===== src/rtl/main_memory.sv =====
// Behavioural main-memory model serving the L2 request channel: one request at a
// time, fixed read latency, saturating read/write statistics counters.
module main_memory #(
  parameter int unsigned ADDR_W  = 6,
  parameter int unsigned DATA_W  = 1,
  parameter int unsigned LATENCY = 4,
  parameter int unsigned CNT_W   = 8
) (
  input  logic              clk,
  input  logic              reset,
  input  logic              mem_req_valid,
  output logic              mem_req_ready,
  input  logic              mem_req_rw,
  input  logic [ADDR_W-1:0] mem_req_addr,
  input  logic [DATA_W-1:0] mem_req_data,
  output logic              mem_resp_valid,
  output logic [DATA_W-1:0] mem_resp_data,
  output logic [CNT_W-1:0]  rd_count,
  output logic [CNT_W-1:0]  wr_count
);

  localparam int unsigned DEPTH = 1 << ADDR_W;
  localparam int unsigned LAT_W = 8;
  localparam logic [LAT_W-1:0] LAT_LOAD = LAT_W'(LATENCY);
  localparam logic [LAT_W-1:0] LAT_ONE  = LAT_W'(1);
  localparam logic [LAT_W-1:0] LAT_TWO  = LAT_W'(2);
  localparam logic [CNT_W-1:0] CNT_MAX  = '1;
  localparam logic [CNT_W-1:0] CNT_INC  = CNT_W'(1);
  localparam bit   SINGLE_CYCLE         = (LATENCY == 1);

  typedef enum logic {
    IDLE = 1'b0,
    BUSY = 1'b1
  } state_t;

  state_t            state, state_nxt;
  logic [LAT_W-1:0]  lat_cnt, lat_cnt_nxt;
  logic              accept;
  logic              rw_q;
  logic [DATA_W-1:0] line_q;
  logic              resp_valid_nxt;
  logic [DATA_W-1:0] resp_data_nxt;
  logic [DATA_W-1:0] mem [DEPTH];

  // Ready is a pure state decode so it never combinationally follows valid.
  assign mem_req_ready = (state == IDLE);

  // State and latency counter registers.
  always_ff @(posedge clk or posedge reset) begin
    if (reset) begin
      state   <= IDLE;
      lat_cnt <= '0;
    end else begin
      state   <= state_nxt;
      lat_cnt <= lat_cnt_nxt;
    end
  end

  // Next state plus the response that must be visible in the final busy cycle.
  always_comb begin
    state_nxt      = state;
    lat_cnt_nxt    = lat_cnt;
    accept         = 1'b0;
    resp_valid_nxt = 1'b0;
    resp_data_nxt  = '0;
    case (state)
      IDLE: begin
        if (mem_req_valid) begin
          accept      = 1'b1;
          state_nxt   = BUSY;
          lat_cnt_nxt = LAT_LOAD;
          if (SINGLE_CYCLE && !mem_req_rw) begin
            resp_valid_nxt = 1'b1;
            resp_data_nxt  = mem[mem_req_addr];
          end
        end
      end
      BUSY: begin
        lat_cnt_nxt = lat_cnt - LAT_ONE;
        if (lat_cnt == LAT_ONE) begin
          state_nxt = IDLE;
        end
        if (lat_cnt == LAT_TWO && !rw_q) begin
          resp_valid_nxt = 1'b1;
          resp_data_nxt  = line_q;
        end
      end
      default: begin
        state_nxt = IDLE;
      end
    endcase
  end

  // Request capture and array write at the accept edge.
  always_ff @(posedge clk or posedge reset) begin
    if (reset) begin
      rw_q   <= 1'b0;
      line_q <= '0;
      for (int unsigned i = 0; i < DEPTH; i++) begin
        mem[i] <= '0;
      end
    end else if (accept) begin
      rw_q <= mem_req_rw;
      if (mem_req_rw) begin
        mem[mem_req_addr] <= mem_req_data;
      end else begin
        line_q <= mem[mem_req_addr];
      end
    end
  end

  // Registered response: data is forced to zero outside the pulse cycle.
  always_ff @(posedge clk or posedge reset) begin
    if (reset) begin
      mem_resp_valid <= 1'b0;
      mem_resp_data  <= '0;
    end else begin
      mem_resp_valid <= resp_valid_nxt;
      mem_resp_data  <= resp_data_nxt;
    end
  end

  // Saturating statistics counters.
  always_ff @(posedge clk or posedge reset) begin
    if (reset) begin
      rd_count <= '0;
      wr_count <= '0;
    end else if (accept) begin
      if (mem_req_rw) begin
        if (wr_count != CNT_MAX) wr_count <= wr_count + CNT_INC;
      end else begin
        if (rd_count != CNT_MAX) rd_count <= rd_count + CNT_INC;
      end
    end
  end

endmodule


===== config.mk =====
export PLATFORM = sky130hd
export DESIGN_NAME = main_memory
export DESIGN_NICKNAME = d
export VERILOG_FILES = /design/src/rtl/main_memory.sv
export SDC_FILE = /design/constraint.sdc
export NUM_CORES = 1
export LEC_CHECK = 0
export ABC_AREA = 1
export BUFFER_PORTS_ARGS = -buffer_cell sky130_fd_sc_hd__buf_2
export CAP_MARGIN = 30
export CORE_MARGIN = 3
export CORE_UTILIZATION = 25
export CTS_CLUSTER_DIAMETER = 150
export DETAILED_ROUTE_END_ITERATION = 6
export SKIP_CTS_REPAIR_TIMING = 1
export SYNTH_ARGS = -nofsm -noshare
export SYNTH_HDL_FRONTEND = slang
export SYNTH_SLANG_ARGS = --single-unit
export TNS_END_PERCENT = 10

===== constraint.sdc =====
create_clock -name clk -period 10.4 [get_ports clk]
set_input_delay 3.12 -clock clk [delete_from_list [all_inputs] [get_ports clk]]
set_output_delay 3.12 -clock clk [all_outputs]
set_load 0.02 [all_outputs]

# Word-level counts from Yosys, hierarchy flattened
# Index checks and enable logic that the tools add are counted.
[word_totals]
regBits = 93
elab_cells = 108
[classes]
n_addsub = 3
magnitude_cmp = 2
eq_ne = 5
mux = 16
bitwise_logic = 3
n_reduce_logical = 7
[ops]
columns = ["cell", "count"]
rows = [
  ["bitwise mux 64 bit", 1],
  ["adder 8 x 1 -> 8 bit (second input constant)", 2],
  ["!= test 8 bit (second input constant)", 2],
  ["one-hot mux 8 bit (2 select lines)", 1],
  ["two-way mux 1 bit", 10],
  ["== test 8 x 1 -> 1 bit (second input constant)", 1],
  ["== test 8 x 2 -> 1 bit (second input constant)", 1],
  ["two-way mux 8 bit", 1],
  ["subtractor 8 x 1 -> 8 bit (second input constant)", 1],
  [">= comparator 7 bit (second input constant)", 1],
  ["less-than comparator 7 x 1 -> 1 bit (second input constant)", 1],
  ["NOT 6 -> 7 bit", 1],
  ["binary-select mux 1 bit (select 6 bit)", 1],
  ["demux 1 bit (select 6 bit)", 1],
  ["AND reduction 3 bit", 2],
  ["AND reduction 2 bit", 2],
  ["logical AND 1 bit", 2],
  ["!= test 2 bit (second input constant)", 1],
  ["NOT 1 bit", 2],
  ["one-hot mux 1 bit (2 select lines)", 1],
  ["zero test 1 bit", 1],
]

# Longest topological paths before layout
[logic_depth]
ltp_word = 6
mapped_depth = 15
mapped_depth_nobuf = 13

# Least setup slack after synthesis
# Ideal clock, no wire load.
[synth_timing]
kind = "input to register"
start = "in mem_req_addr[0]"
end = "reg line_q"
setup_ns = 0.113
arrival_time_ns = 4.061
required_time_ns = 10.287
path_slack_ns = 6.226
path_stages = 11
path_cell_list = "buf_6 > buf_6 > or2_0 > nand3_1 > nand2_1 > o21ai_0 > nand2_1 > nor2_1 > nand3_1 > nand2_1 > inv_1"
[synth_via]
elab_chain_cells = 4
[synth_lines]
columns = ["item", "line_no", "text"]
rows = [
  ["start: declaration", "14", "input logic [ADDR_W-1:0] mem_req_addr,"],
  ["NOT 6 -> 7 bit (implied by the code)", "107", "line_q <= mem[mem_req_addr];"],
  ["binary-select mux 1 bit (select 6 bit)", "107", ""],
  ["two-way mux 1 bit (implied by the code) (2 in a row)", "107", ""],
  ["end signal: assignment", "107", ""],
  ["end: declaration", "40", "logic [DATA_W-1:0] line_q;"],
]
# No other way between the ends. The select of a mux whose other input is x is not followed.
# A chain may end at the register's enable or synchronous reset.

# Worst setup path after layout
# Same ends and word-level chain as after synthesis.

==> results.cfg <==
[cells_and_area]
area_growth_pct = 13.8
final_cell_area_um2 = 5540
final_common_cell = nand2_1
drive_gt1_share_pct = 12.5
nets = 660
antenna-diode-count = 0
final_cell_mix = nand2_1, dfrtp_1, nor2_1
fin_cells = 909
n_fill_cell = 2081

[detailed_routing]
drtIter0Drc = 334
antenna_left = 0
vias = 4036
first_pass_iters = 5
wl_per_cell_um = 13.0
drc_errors = 0
routed_wl_mm = 11.8
vias_per_cell = 4.44

[cts]
htreeDepth = 3
cts_tree = done
clk_latency_ns = 0.35
numCtsBuffers = 9
cts_root_buf = clkbuf_16
cts_num_sinks = 93
path_clk_slew_ns = 0.07
clockBufferDepth = 2

[hold_path]
hold_path.startpoint = lat_cnt[7]
min_delay_path_depth = 1
hp-class = reg -> reg

[sta]
fmax_ghz = 0.210
finalCritPeriodShare_pct = 45.8
min_period_ns = 4.76
worst_slack_ns = 5.64
tns_ns = 0
finClkSkew_ns = 0.00714
tightest_slew_ns = 0.827
hold_violations = 0
setup_viol = 0
rsz0062_at_grt = no
slew_violations = 0
slew_headroom_pct = 44.9

[floorplan]
design.core.area_um2 = 18900
ioPinCount = 30
start_util_pct = 25.8
die_x_um = 146
rows = 50
die_h_um = 146
dieArea_um2 = 21200

[global_routing]
grt_pass1_wl_mm = 20.2
grt_overflow_total = 0
antenna_found_initial = 0
grt_max_degree = 65
grt_pass1_vias = 3973
grtUsageTotal_pct = 11.6

[synthesis]
synth-compound-area-share_pct = 13.2
syn_inst = 622
syn-num-nets = 638
ys_seq_area_share_pct = 47.8
synth_largest_area_cell = dfrtp_1
synth_mux_area_share_pct = 0
synth_area_leaders = dfrtp_1, nand2_1, a21oi_1, nor2_1, inv_1
synth_simple_gate_area_share_pct = 26.5
synth.avg_cell_area_um2 = 7.82
synthXorXnorAreaFrac_pct = 2.52
synth_top_family_by_area = simple AND/OR/NAND/NOR gates
synthAdderAreaFrac_pct = 1.29
synth_cell_types = 36
synth_top_cell_area_share_pct = 47.8
syn_area_um2 = 4870
synth.yosys.warnings = 0
synth_seq_cells = 93

[setup_path]
cp.required_ns = 10.64
cp-start-kind = primary input
r2r-start = state
end_kind = flop
critPathMaxFanout = 41
crit_type = in -> reg
crit_arrival_ns = 5.00
reg2reg_depth = 7
crit_start = mem_req_addr[0]

[power]
p_per_area_nw_per_um2 = 170
total_power_uw = 941
vdd_drop_max_mv = 0.0977
power_leakage_uw = 0.00275

[place]
hpwlAfterDp_mm = 8.16
post-place-cells = 893
portBuffers = 29
dp_slack_ns = 5.30
placed_area_um2 = 5230
place_congestion = 0.824

[status]
status = finished clean

[flow_run]
drv_cap = 0
metrics by stage:
step	utilization, %	hold slack [ns]
after floorplan	-	0.453
after global placement	27.6	0.491
after detailed placement	27.7	0.494
after CTS	29.3	0.504
after global routing	29.3	0.527
final	29.3	0.504
critical path, stage by stage:
cell	delay, ns
buf_2	0.56
inv_2	0.44
nand2_1	0.14
nand2_1	0.08
nand2_1	0.06
nand2_1	0.05
nand2_1	0.06
nand2_1	0.05
nand2_1	0.09
nand2_1	0.07
nor2_1	0.09
nand3_1	0.08
nand2_1	0.06
inv_1	0.04
final timing paths:
path	to	slack [ns]
min in group asynchronous	rd_count[1]	2.75
max in group asynchronous	mem[6]	6.48
setup reg to reg	mem[36]	8.69
hold reg to reg	lat_cnt[7]	0.50
hold / removal	lat_cnt[7]	0.50
setup / recovery	line_q	5.64
Yosys cell counts:
cell and count:
a41oi_1 1, nor3_1 1, a31oi_1 34, nor2_2 3
a21oi_1 64, or2_1 2, buf_4 6, inv_4 1
nor4_2 1, xor2_1 9, nor2_4 4, o21bai_1 1
buf_6 5, inv_2 14, ha_1 5, clkinv_1 2
nor3_2 2, o22ai_1 1, nand2_1 162, a21boi_2 1
inv_1 57, buf_2 3, or2_0 2, nand3_1 27
nor2_1 84, o211ai_1 3, nor3_4 3, clkbuf_1 6
nand2_2 3, o21ai_1 1, dfrtp_1 93, nor4_1 2
o21ai_0 10, or2_2 1, xnor2_1 5, nand4_1 3
per-layer routing:
metal	GRT usage [%]	wire length [um]	up-vias
li1	-	-	2053
met1	16.7	5940	1879
met2	17.4	5130	89
met3	2.40	535	15
met4	3.70	168	0
met5	0	0	-
power breakdown:
group / internal, uW / switching (uW)
registers: 402 / 32.6
clock network: 195 / 148
logic: 55.4 / 108
cell families (layout without fill, tap and decap cells):
logic type               after synthesis  in the layout
AND/OR/NAND/NOR                      300            300
AO/OA/AOI/OAI                        116            116
buffers and inverters                 94            121
flip-flops                            93             93
XOR/XNOR                              14             14
adder cells (fa/ha/maj)                5              5
final cells by class:
class	count	area (um^2)	area share (%)
repair buffers	31	173	3.12
clock buffers	10	239	4.32
clock inverters	6	70.1	1.27
multi-input cells	435	2120	38.3
well taps	260	325	5.88
flip-flops and latches	93	2330	42.0
inverters	74	283	5.11
sequential cells by signal (all words and copies together), names as in the netlist:
register	cells
rd_count	8
mem_resp_data	1
line_q	1
mem	64
wr_count	8
mem_resp_valid	1
lat_cnt	8
state	1
rw_q	1
No activity file was read; power rests on OpenSTA's default activity.
